--- src/rtl/axi2s_pkg.sv ---
// axi2s_pkg: AXI3 write encodings, FSM states and error flag indices for the S2A ring writer
package axi2s_pkg;
  localparam logic [1:0] BURST_INCR = 2'b01;
  localparam logic [1:0] RESP_OKAY  = 2'b00;
  localparam int         ERR_OVF    = 0;
  localparam int         ERR_SLV    = 1;
  typedef enum logic [1:0] {IDLE, AW, W, B} state_e;
  function automatic logic [2:0] size_enc(input int data_w);
    return 3'($clog2(data_w / 8));
  endfunction
endpackage

--- src/rtl/s2a_fifo.sv ---
// s2a_fifo: first-word-fall-through sample FIFO with level output and synchronous flush
module s2a_fifo #(
  parameter int DATA_W  = 32,
  parameter int FIFO_AW = 5
) (
  input  logic              clk,
  input  logic              rst,
  input  logic              flush,
  input  logic              push,
  input  logic              pop,
  input  logic [DATA_W-1:0] din,
  output logic [DATA_W-1:0] dout,
  output logic [FIFO_AW:0]  level,
  output logic              full
);
  logic [DATA_W-1:0] mem_q [2**FIFO_AW];
  logic [FIFO_AW:0]  wr_q, wr_d, rd_q, rd_d;
  logic [FIFO_AW:0]  push_inc, pop_inc;
  assign push_inc = {{FIFO_AW{1'b0}}, push};
  assign pop_inc  = {{FIFO_AW{1'b0}}, pop};
  // flush restarts both pointers but keeps a word pushed in the same cycle at slot 0
  always_comb begin
    wr_d = flush ? push_inc : wr_q + push_inc;
    rd_d = flush ? '0 : rd_q + pop_inc;
  end
  // pointer registers
  always_ff @(posedge clk or posedge rst)
    if (rst) begin
      wr_q <= '0;
      rd_q <= '0;
    end else begin
      wr_q <= wr_d;
      rd_q <= rd_d;
    end
  // storage needs no reset; the pointers define what is valid
  always_ff @(posedge clk)
    if (push) mem_q[flush ? {FIFO_AW{1'b0}} : wr_q[FIFO_AW-1:0]] <= din;
  assign dout  = mem_q[rd_q[FIFO_AW-1:0]];
  assign level = wr_q - rd_q;
  assign full  = level[FIFO_AW];
endmodule

--- src/rtl/s2a_ring_writer.sv ---
// s2a_ring_writer: buffers a sample stream and writes it as fixed-length AXI3 INCR bursts into an OCM ring
module s2a_ring_writer
  import axi2s_pkg::*;
#(
  parameter int          DATA_W    = 32,
  parameter int          BURST_LEN = 16,
  parameter logic [31:0] ocm_haddr = 32'hfffc0000,
  parameter int          ocm_width = 16,
  parameter int          FIFO_AW   = 5,
  parameter logic [5:0]  AXI_ID    = 6'h3f
) (
  input  logic                AXI_clk,
  input  logic                rst,
  input  logic                sync,
  input  logic [DATA_W-1:0]   Sin,
  input  logic                Ien,
  output logic [31:0]         AXI_awaddr,
  output logic [3:0]          AXI_awlen,
  output logic [2:0]          AXI_awsize,
  output logic [1:0]          AXI_awburst,
  output logic [5:0]          AXI_awid,
  output logic [1:0]          AXI_awlock,
  output logic [3:0]          AXI_awcache,
  output logic [2:0]          AXI_awprot,
  output logic [3:0]          AXI_awqos,
  output logic                AXI_awvalid,
  input  logic                AXI_awready,
  output logic [DATA_W-1:0]   AXI_wdata,
  output logic [DATA_W/8-1:0] AXI_wstrb,
  output logic [5:0]          AXI_wid,
  output logic                AXI_wlast,
  output logic                AXI_wvalid,
  input  logic                AXI_wready,
  input  logic [5:0]          AXI_bid,
  input  logic [1:0]          AXI_bresp,
  input  logic                AXI_bvalid,
  output logic                AXI_bready,
  output logic [31:0]         s2a_cnt,
  output logic [1:0]          s2a_err,
  output logic                s2a_busy
);
  localparam int                   BYTES       = BURST_LEN * DATA_W / 8;
  localparam logic [ocm_width-1:0] BURST_BYTES = BYTES[ocm_width-1:0];
  localparam logic [FIFO_AW:0]     LVL_TH      = BURST_LEN[FIFO_AW:0];
  localparam logic [3:0]           LAST_BEAT   = 4'(BURST_LEN - 1);

  state_e               state_q, state_d;
  logic [ocm_width-1:0] offset_q, offset_d;
  logic [3:0]           beat_q, beat_d;
  logic [31:0]          cnt_q, cnt_d;
  logic [1:0]           err_q, err_d;
  logic                 pend_q, pend_d;
  logic [FIFO_AW:0]     level;
  logic                 full, push, pop, flush, discard, ovf, b_hs, last_beat;
  logic                 bid_unused;

  s2a_fifo #(.DATA_W(DATA_W), .FIFO_AW(FIFO_AW)) u_fifo (
    .clk(AXI_clk), .rst(rst), .flush(flush), .push(push), .pop(pop),
    .din(Sin), .dout(AXI_wdata), .level(level), .full(full)
  );

  assign last_beat = beat_q == LAST_BEAT;
  assign pop       = state_q == W && AXI_wready;
  assign b_hs      = state_q == B && AXI_bvalid;
  assign flush     = (state_q == IDLE && sync) || (b_hs && (pend_q || sync));
  assign discard   = pend_q || (sync && state_q != IDLE);
  assign push      = Ien && !discard && (flush || !full);
  assign ovf       = Ien && !discard && !flush && full;

  // burst sequencing, ring advance and status; a frame restart overrides the B-phase update
  always_comb begin
    state_d          = state_q;
    beat_d           = beat_q;
    offset_d         = offset_q;
    cnt_d            = cnt_q;
    err_d            = err_q;
    pend_d           = pend_q || (sync && state_q != IDLE);
    err_d[ERR_OVF]   = err_q[ERR_OVF] | ovf;
    case (state_q)
      IDLE: if (!sync && level >= LVL_TH) state_d = AW;
      AW:   if (AXI_awready) state_d = W;
      W:    if (AXI_wready) begin
        beat_d  = last_beat ? 4'd0 : beat_q + 4'd1;
        state_d = last_beat ? B : W;
      end
      B:    if (AXI_bvalid) begin
        state_d        = IDLE;
        cnt_d          = cnt_q + 32'd1;
        err_d[ERR_SLV] = err_q[ERR_SLV] | (AXI_bresp != RESP_OKAY);
        offset_d       = offset_q + BURST_BYTES;
      end
      default: ;
    endcase
    if (flush) begin
      offset_d = '0;
      cnt_d    = '0;
      err_d    = '0;
      pend_d   = 1'b0;
    end
  end

  // state registers
  always_ff @(posedge AXI_clk or posedge rst)
    if (rst) begin
      state_q  <= IDLE;
      beat_q   <= '0;
      offset_q <= '0;
      cnt_q    <= '0;
      err_q    <= '0;
      pend_q   <= 1'b0;
    end else begin
      state_q  <= state_d;
      beat_q   <= beat_d;
      offset_q <= offset_d;
      cnt_q    <= cnt_d;
      err_q    <= err_d;
      pend_q   <= pend_d;
    end

  assign AXI_awaddr  = ocm_haddr | {{(32-ocm_width){1'b0}}, offset_q};
  assign AXI_awlen   = LAST_BEAT;
  assign AXI_awsize  = size_enc(DATA_W);
  assign AXI_awburst = BURST_INCR;
  assign AXI_awid    = AXI_ID;
  assign AXI_awlock  = '0;
  assign AXI_awcache = '0;
  assign AXI_awprot  = '0;
  assign AXI_awqos   = '0;
  assign AXI_awvalid = state_q == AW;
  assign AXI_wstrb   = '1;
  assign AXI_wid     = AXI_ID;
  assign AXI_wvalid  = state_q == W;
  assign AXI_wlast   = state_q == W && last_beat;
  assign AXI_bready  = state_q == B;
  assign s2a_cnt     = cnt_q;
  assign s2a_err     = err_q;
  assign s2a_busy    = state_q != IDLE;
  assign bid_unused  = ^AXI_bid;
endmodule

--- config.mk ---
export PLATFORM = sky130hd
export DESIGN_NAME = s2a_ring_writer
export DESIGN_NICKNAME = d
export VERILOG_FILES = /design/src/rtl/axi2s_pkg.sv /design/src/rtl/s2a_fifo.sv /design/src/rtl/s2a_ring_writer.sv
export SDC_FILE = /design/constraint.sdc
export NUM_CORES = 1
export LEC_CHECK = 0
export CORE_UTILIZATION = 60
export CTS_CLUSTER_SIZE = 20
export DETAILED_ROUTE_END_ITERATION = 10
export GPL_TIMING_DRIVEN = 0
export PLACE_DENSITY = 0.84
export SYNTH_ARGS = -nofsm -noshare
export SYNTH_HDL_FRONTEND = slang
export SYNTH_HIERARCHICAL = 1
export SYNTH_SLANG_ARGS = --single-unit
--- constraint.sdc ---
create_clock -name AXI_clk -period 4.8 [get_ports AXI_clk]
set_input_delay 0.96 -clock AXI_clk [delete_from_list [all_inputs] [get_ports AXI_clk]]
set_output_delay 0.96 -clock AXI_clk [all_outputs]
set_load 0.02 [all_outputs]
==> impl_metrics.ini, run 1 <==
[layout]
layout.nets = 2921
n_fill_cell = 4076
n_antenna_cell = 0
mostFrequentLayoutCells = edfxtp_1, mux2i_1, a22oi_1, clkdlybuf4s50_1, buf_4
drive_above_1_share = 0.1613
design_area_um2 = 50960
syn2layout_area_growth_pct = 16.92
fin_util = 0.7104
final_cells = 3888
mostFrequentLayoutCell = edfxtp_1

[setup_path]
reg2reg_to = u_fifo/mem_q[17][13]
crit_top_cell = buf_2
slowest_delay_ns = 0.92
worstPathCellList = buf_2 -> nor4b_2 -> buf_2 -> a22oi_1 -> nand4_1 -> nor2_1 -> clkdlybuf4s50_1
critPathRequiredTime_ns = 3.84
r2r_slack_ns = 0.20
critPathKind = register to output pin
path_max_fanout = 10
rr_startpoint = u_fifo/rd_q[1]
start_kind = register
slowest_stage = nor4b_2
crit_path_end_kind = output pin
r2r_cells = 12
cp.arrival_ns = 3.77

[timing]
finalHoldViolCount = 0
min_period_ns = 4.726
worst_pin_slew_ns = 1.185
setup_violations = 0
rsz0062_at_grt = no
finClkSkew_ns = 0.02483
finalWorstSetupSlack_ns = 0.07387
fin_crit_sh = 0.9846
slew-limit-headroom = 0.2074
maxSlewViolCount = 0
fmax_ghz = 0.2116

[clock_network]
cts.root.buffer_cell = clkbuf_16
cts_sinks = 1087
clk_path_buf_depth = 3
clock_latency_ns = 0.67
cts_tree = built
ctsHtreeMaxLevel = 3
cts_made_buffers = 102
clk_pin_slew_ns = 0.06

[power]
power_mw = 24.30
p_sw_mw = 6.982
p_comb_frac = 0.229
max-vdd-ir-drop_v = 0.0004264
internal-power_mw = 17.32
p_clk_frac = 0.333
p_leak_nw = 17.29
p_sw_frac = 0.2873
seqPwrFrac = 0.438
p_per_area_nw_per_um2 = 476.9

[die]
die_h_um = 271.5
start_util = 0.6076
coreArea_um2 = 71730
design.portCount = 188
die_w_um = 271.5
dieArea_um2 = 73720
rows = 98

[global_routing]
first_global_vias = 25460
grt_max_degree = 46
grt_overflow = 0
grt_usage = 0.3007
antenna_found_initial = 0
grt_pass1_wl_mm = 161.3

[detailed_routing]
ant_nets = 0
wirelength_mm = 114.3
wl_per_cell_um = 29.40
viasPerCell = 6.579
drc = 0
via_count = 25580
drt-pass1-iter-count = 6
drtIter0Drc = 3299

[min_path]
hold_end = s2a_err[0]
hold_class = register to register
hold_depth = 2
hp-start = s2a_err[0]

[placement]
pre_cts_ws_ns = -0.7347
placed_area_um2 = 47160
numPortBuffers = 121
dpl.hpwl_mm = 69.76
gpl.final_weighted_congestion = 0.8485
dp.cells = 3666

[yosys]
avgSynthCellArea_um2 = 17.41
synthCells = 2504
synth_area_um2 = 43590
synth_warnings = 6

[outcome]
status = complete, no violations

[job]
maxCapViolations = 0
registers in the layout, summed over array words and instances, names as in the netlist:
signal        cells
pend_q            1
state_q           2
s2a_err           2
beat_q            4
s2a_cnt          32
u_fifo/wr_q       6
u_fifo/rd_q       6
offset_q         10
u_fifo/mem_q   1024
layout make-up:
class,instances,area (um^2),share of cell area
inverter,24,90.09,0.001768
clock buffer,118,2655,0.05210
tap,950,1189,0.02333
sequential,1087,32330,0.6344
clock inverter,68,688.2,0.01350
timing repair buffer,190,2377,0.04665
buffer,198,1355,0.02659
multi-input combinational,1253,10280,0.2017
worst max-delay path, delay by kind of cell, from the launching register on:
| family | cells | cell delay (ns) |
|---|---|---|
| AOI/OAI and AO/OA | 1 | 0.20 |
| DFF | 1 | 0.38 |
| buffers and inverters | 3 | 1.27 |
| and+or+nand+nor | 3 | 1.27 |
metrics by stage:
stage,setup TNS (ns),hold WS [ns]
4_1_cts,0,0.5090
3_5_place_dp,-509.25,0.4977
5_1_grt,0,0.5350
6_report,0,0.4990
3_3_place_gp,-2167.05,0.4784
2_1_floorplan,0,0.4593
timing repair:
item                                    CTS  global route
resized for setup                         0             1
buffers inserted                          7            29
hold buffers                              0             0
endpoints found under the setup margin   51           518
pin swaps                                 3            22
how the worst max path moves through the flow:
stage / from / to / slack, ns / cells past startpoint
6_report: u_fifo/rd_q[2] / AXI_wdata[19] / 0.07 / 7
5_1_grt: u_fifo/rd_q[1] / AXI_wdata[19] / 0.06 / 7
4_1_cts: sync / u_fifo/mem_q[3][20] / 0.02 / 12
3_5_place_dp: sync / u_fifo/mem_q[21][16] / -0.73 / 12
3_3_place_gp: sync / u_fifo/mem_q[1][16] / -2.47 / 11
2_1_floorplan: sync / u_fifo/mem_q[26][0] / 0.42 / 10
power by group through the flow:
stage / logic [mW] / clock network (mW) / registers [mW]
detailed placement: 5.40 / 0 / 10.8
global placement: 5.16 / 0 / 10.8
finish: 5.57 / 8.09 / 10.6
CTS: 5.48 / 8.12 / 10.6
floorplan: 3.39 / 0 / 10.8
global route: 5.78 / 8.50 / 10.7
layer usage:
metal	part of all wire	wire [um]	vias up	track usage
met3	0.11	12130	378	0.05493
met1	0.35	39630	12800	0.3799
li1	-	-	10520	-
met2	0.49	56460	1879	0.5045
met4	0.053	6076	0	0.1458
met5	0	0	-	0
(Power assumes the default switching activity.)
==> run 2: changes to the inputs <==
==> constraint.sdc (replaced) <==
create_clock -name AXI_clk -period 5.3 [get_ports AXI_clk]
set_input_delay 1.06 -clock AXI_clk [delete_from_list [all_inputs] [get_ports AXI_clk]]
set_output_delay 1.06 -clock AXI_clk [all_outputs]
set_load 0.02 [all_outputs]
==> run 2 against run 1 <==
Compared with the run above: register-to-register slack improved by 0.12 ns; sequential cell count unchanged; total power decreased by 9.6%; core utilization decreased by 0.58 points; sequential power decreased by 9%; die area unchanged; global-route usage decreased by 0.25 points; first-iteration DRC count decreased by 0.30%; routed wire length decreased by 2.6%; worst setup slack improved by 0.12 ns; via count decreased by 1.0%; critical path depth increased by 3; critical path type is now input pin to register; largest power group unchanged.
==> impl_metrics.ini, run 2 (same netlist as run 1, synthesis figures left out) <==
[outcome]
status = complete, no violations

[min_path]
hold_class = register to register
hold_end = s2a_err[0]
hp-start = s2a_err[0]
hold_depth = 2

[clock_network]
clock_latency_ns = 0.66
cts_made_buffers = 102
clk_pin_slew_ns = 0.06
cts.root.buffer_cell = clkbuf_16
holdBufCountCts = 0
cts_tree = built
postCtsSetupRepairBufs = 0
clk_path_buf_depth = 3
ctsHtreeMaxLevel = 3
cts-resized-gates = 0
cts_sinks = 1087

[global_routing]
first_global_vias = 25300
antenna_found_initial = 0
grt_overflow = 0
grt_usage = 0.2983
grt_pass1_wl_mm = 159.9
grt_max_degree = 46

[layout]
multiInputGateArea_um2 = 10280
mostFrequentLayoutCell = edfxtp_1
layout.nets = 2887
syn2layout_area_growth_pct = 15.96
n_fill_cell = 4141
drive_above_1_share = 0.1512
ff_latch_area_um2 = 32330
largest_reg_flops = 1024
mostFrequentLayoutCells = edfxtp_1, mux2i_1, a22oi_1, clkdlybuf4s50_1, clkbuf_16
design_area_um2 = 50540

[die]
die_h_um = 271.5
die_w_um = 271.5
design.portCount = 188
rows = 98
dieArea_um2 = 73720
coreArea_um2 = 71730
start_util = 0.6076

[setup_path]
r2r_cells = 12
rr_startpoint = u_fifo/rd_q[1]
critPathKind = input pin to register
cp.buffers_inverters = 4
crit_top_cell = clkbuf_1
r2r_slack_ns = 0.32
start_kind = input pin
path_max_fanout = 19
crit_family = simple AND/OR/NAND/NOR gates
setup.worst_path.start = sync
worstPathCellList = clkdlybuf4s50_1 -> or2_2 -> clkbuf_1 -> nand2_1 -> clkbuf_1 -> a21boi_0 -> nor2b_1 -> nand3_1 -> nor2_4 -> buf_12
reg2reg_to = u_fifo/mem_q[9][18]
slowest_stage = nor2_4
slowest_delay_ns = 0.86
crit_path_end_kind = register
cp.arrival_ns = 5.45
critPathRequiredTime_ns = 5.65

[power]
p_sw_frac = 0.2862
p_clk_frac = 0.333
max-vdd-ir-drop_v = 0.0003809
seqPwrFrac = 0.439
internal-power_mw = 15.68
p_per_area_nw_per_um2 = 434.6
p_comb_frac = 0.229
p_leak_nw = 17.06
p_sw_mw = 6.287

[placement]
placed_area_um2 = 47160
gpl.final_weighted_congestion = 0.8485
dpl.hpwl_mm = 69.76
numPortBuffers = 121
pre_cts_ws_ns = -0.3347

[detailed_routing]
drt-pass1-iter-count = 5
wirelength_mm = 111.3
viasPerCell = 6.568
ant_nets = 0
drtIter0Drc = 3289
wl_per_cell_um = 28.87
via_count = 25320
drc = 0

[timing]
setup_violations = 0
rsz0062_at_grt = no
min_period_ns = 5.103
slew-limit-headroom = 0.1920
worst_pin_slew_ns = 1.208
finalHoldViolCount = 0
maxSlewViolCount = 0
fmax_ghz = 0.1960
finClkSkew_ns = 0.02491
fin_crit_sh = 0.9629
finalWorstSetupSlack_ns = 0.1968

[job]
maxCapViolations = 0
==> run 2: changes by cell type in the layout (fill, tap and decap cells not counted) <==
cell	previous run	this run
nor2_2	1	0
nor2_1	60	61
buf_12	39	26
diode_2	0	1
buf_4	113	92
==> run 2: how the worst max path moves through the flow <==
stage,end,cells past startpoint
final,u_fifo/mem_q[9][18],10
after detailed placement,u_fifo/mem_q[21][16],12
after CTS,u_fifo/mem_q[21][19],12
after global placement,u_fifo/mem_q[1][16],11
after floorplan,u_fifo/mem_q[26][0],10
after global routing,u_fifo/mem_q[3][22],10
==> run 2: worst min-delay path, delay by kind of cell, from the launching register on <==
kind / cells / cell delay [ns]
flops: 1 / 0.35
simple gates: 1 / 0.07
compound gates: 1 / 0.04
==> run 2: power groups by stage <==
| stage | Combinational (mW) | Clock, mW | Sequential, mW |
|---|---|---|---|
| floorplan | 3.07 | 0 | 9.80 |
| global placement | 4.68 | 0 | 9.81 |
| detailed placement | 4.89 | 0 | 9.81 |
| CTS | 4.96 | 7.35 | 9.63 |
| global route | 5.22 | 7.69 | 9.64 |
| finish | 5.02 | 7.31 | 9.64 |
==> run 2: area by class of cell <==
| type | count | area share |
|---|---|---|
| clock inverter | 68 | 0.01362 |
| timing repair buffer | 156 | 0.03877 |
| inverter | 24 | 0.001782 |
| clock buffer | 118 | 0.05253 |
| buffer | 198 | 0.02681 |
| tap | 950 | 0.02352 |
| multi-input combinational | 1253 | 0.2033 |
| sequential | 1087 | 0.6396 |
| antenna | 1 | 0.00004951 |
==> run 2: through the flow <==
step	instances	power [mW]	hold WS, ns	setup TNS, ns	util
6_report	3855	21.97	0.5048	0	0.7046
5_1_grt	3854	22.55	0.5350	0	0.7046
4_1_cts	3852	21.94	0.5090	0	0.7041
3_5_place_dp	3666	14.70	0.4977	-117.52	0.6575
3_3_place_gp	3633	14.48	0.4784	-1757.45	0.6441
2_1_floorplan	2562	12.88	0.4593	0	-
==> run 2: routing by layer <==
metal	track usage	share of wire	vias up
li1	-	-	10460
met1	0.3794	0.35	12770
met2	0.5001	0.50	1741
met3	0.05537	0.10	351
met4	0.1370	0.048	0
met5	0	0	-
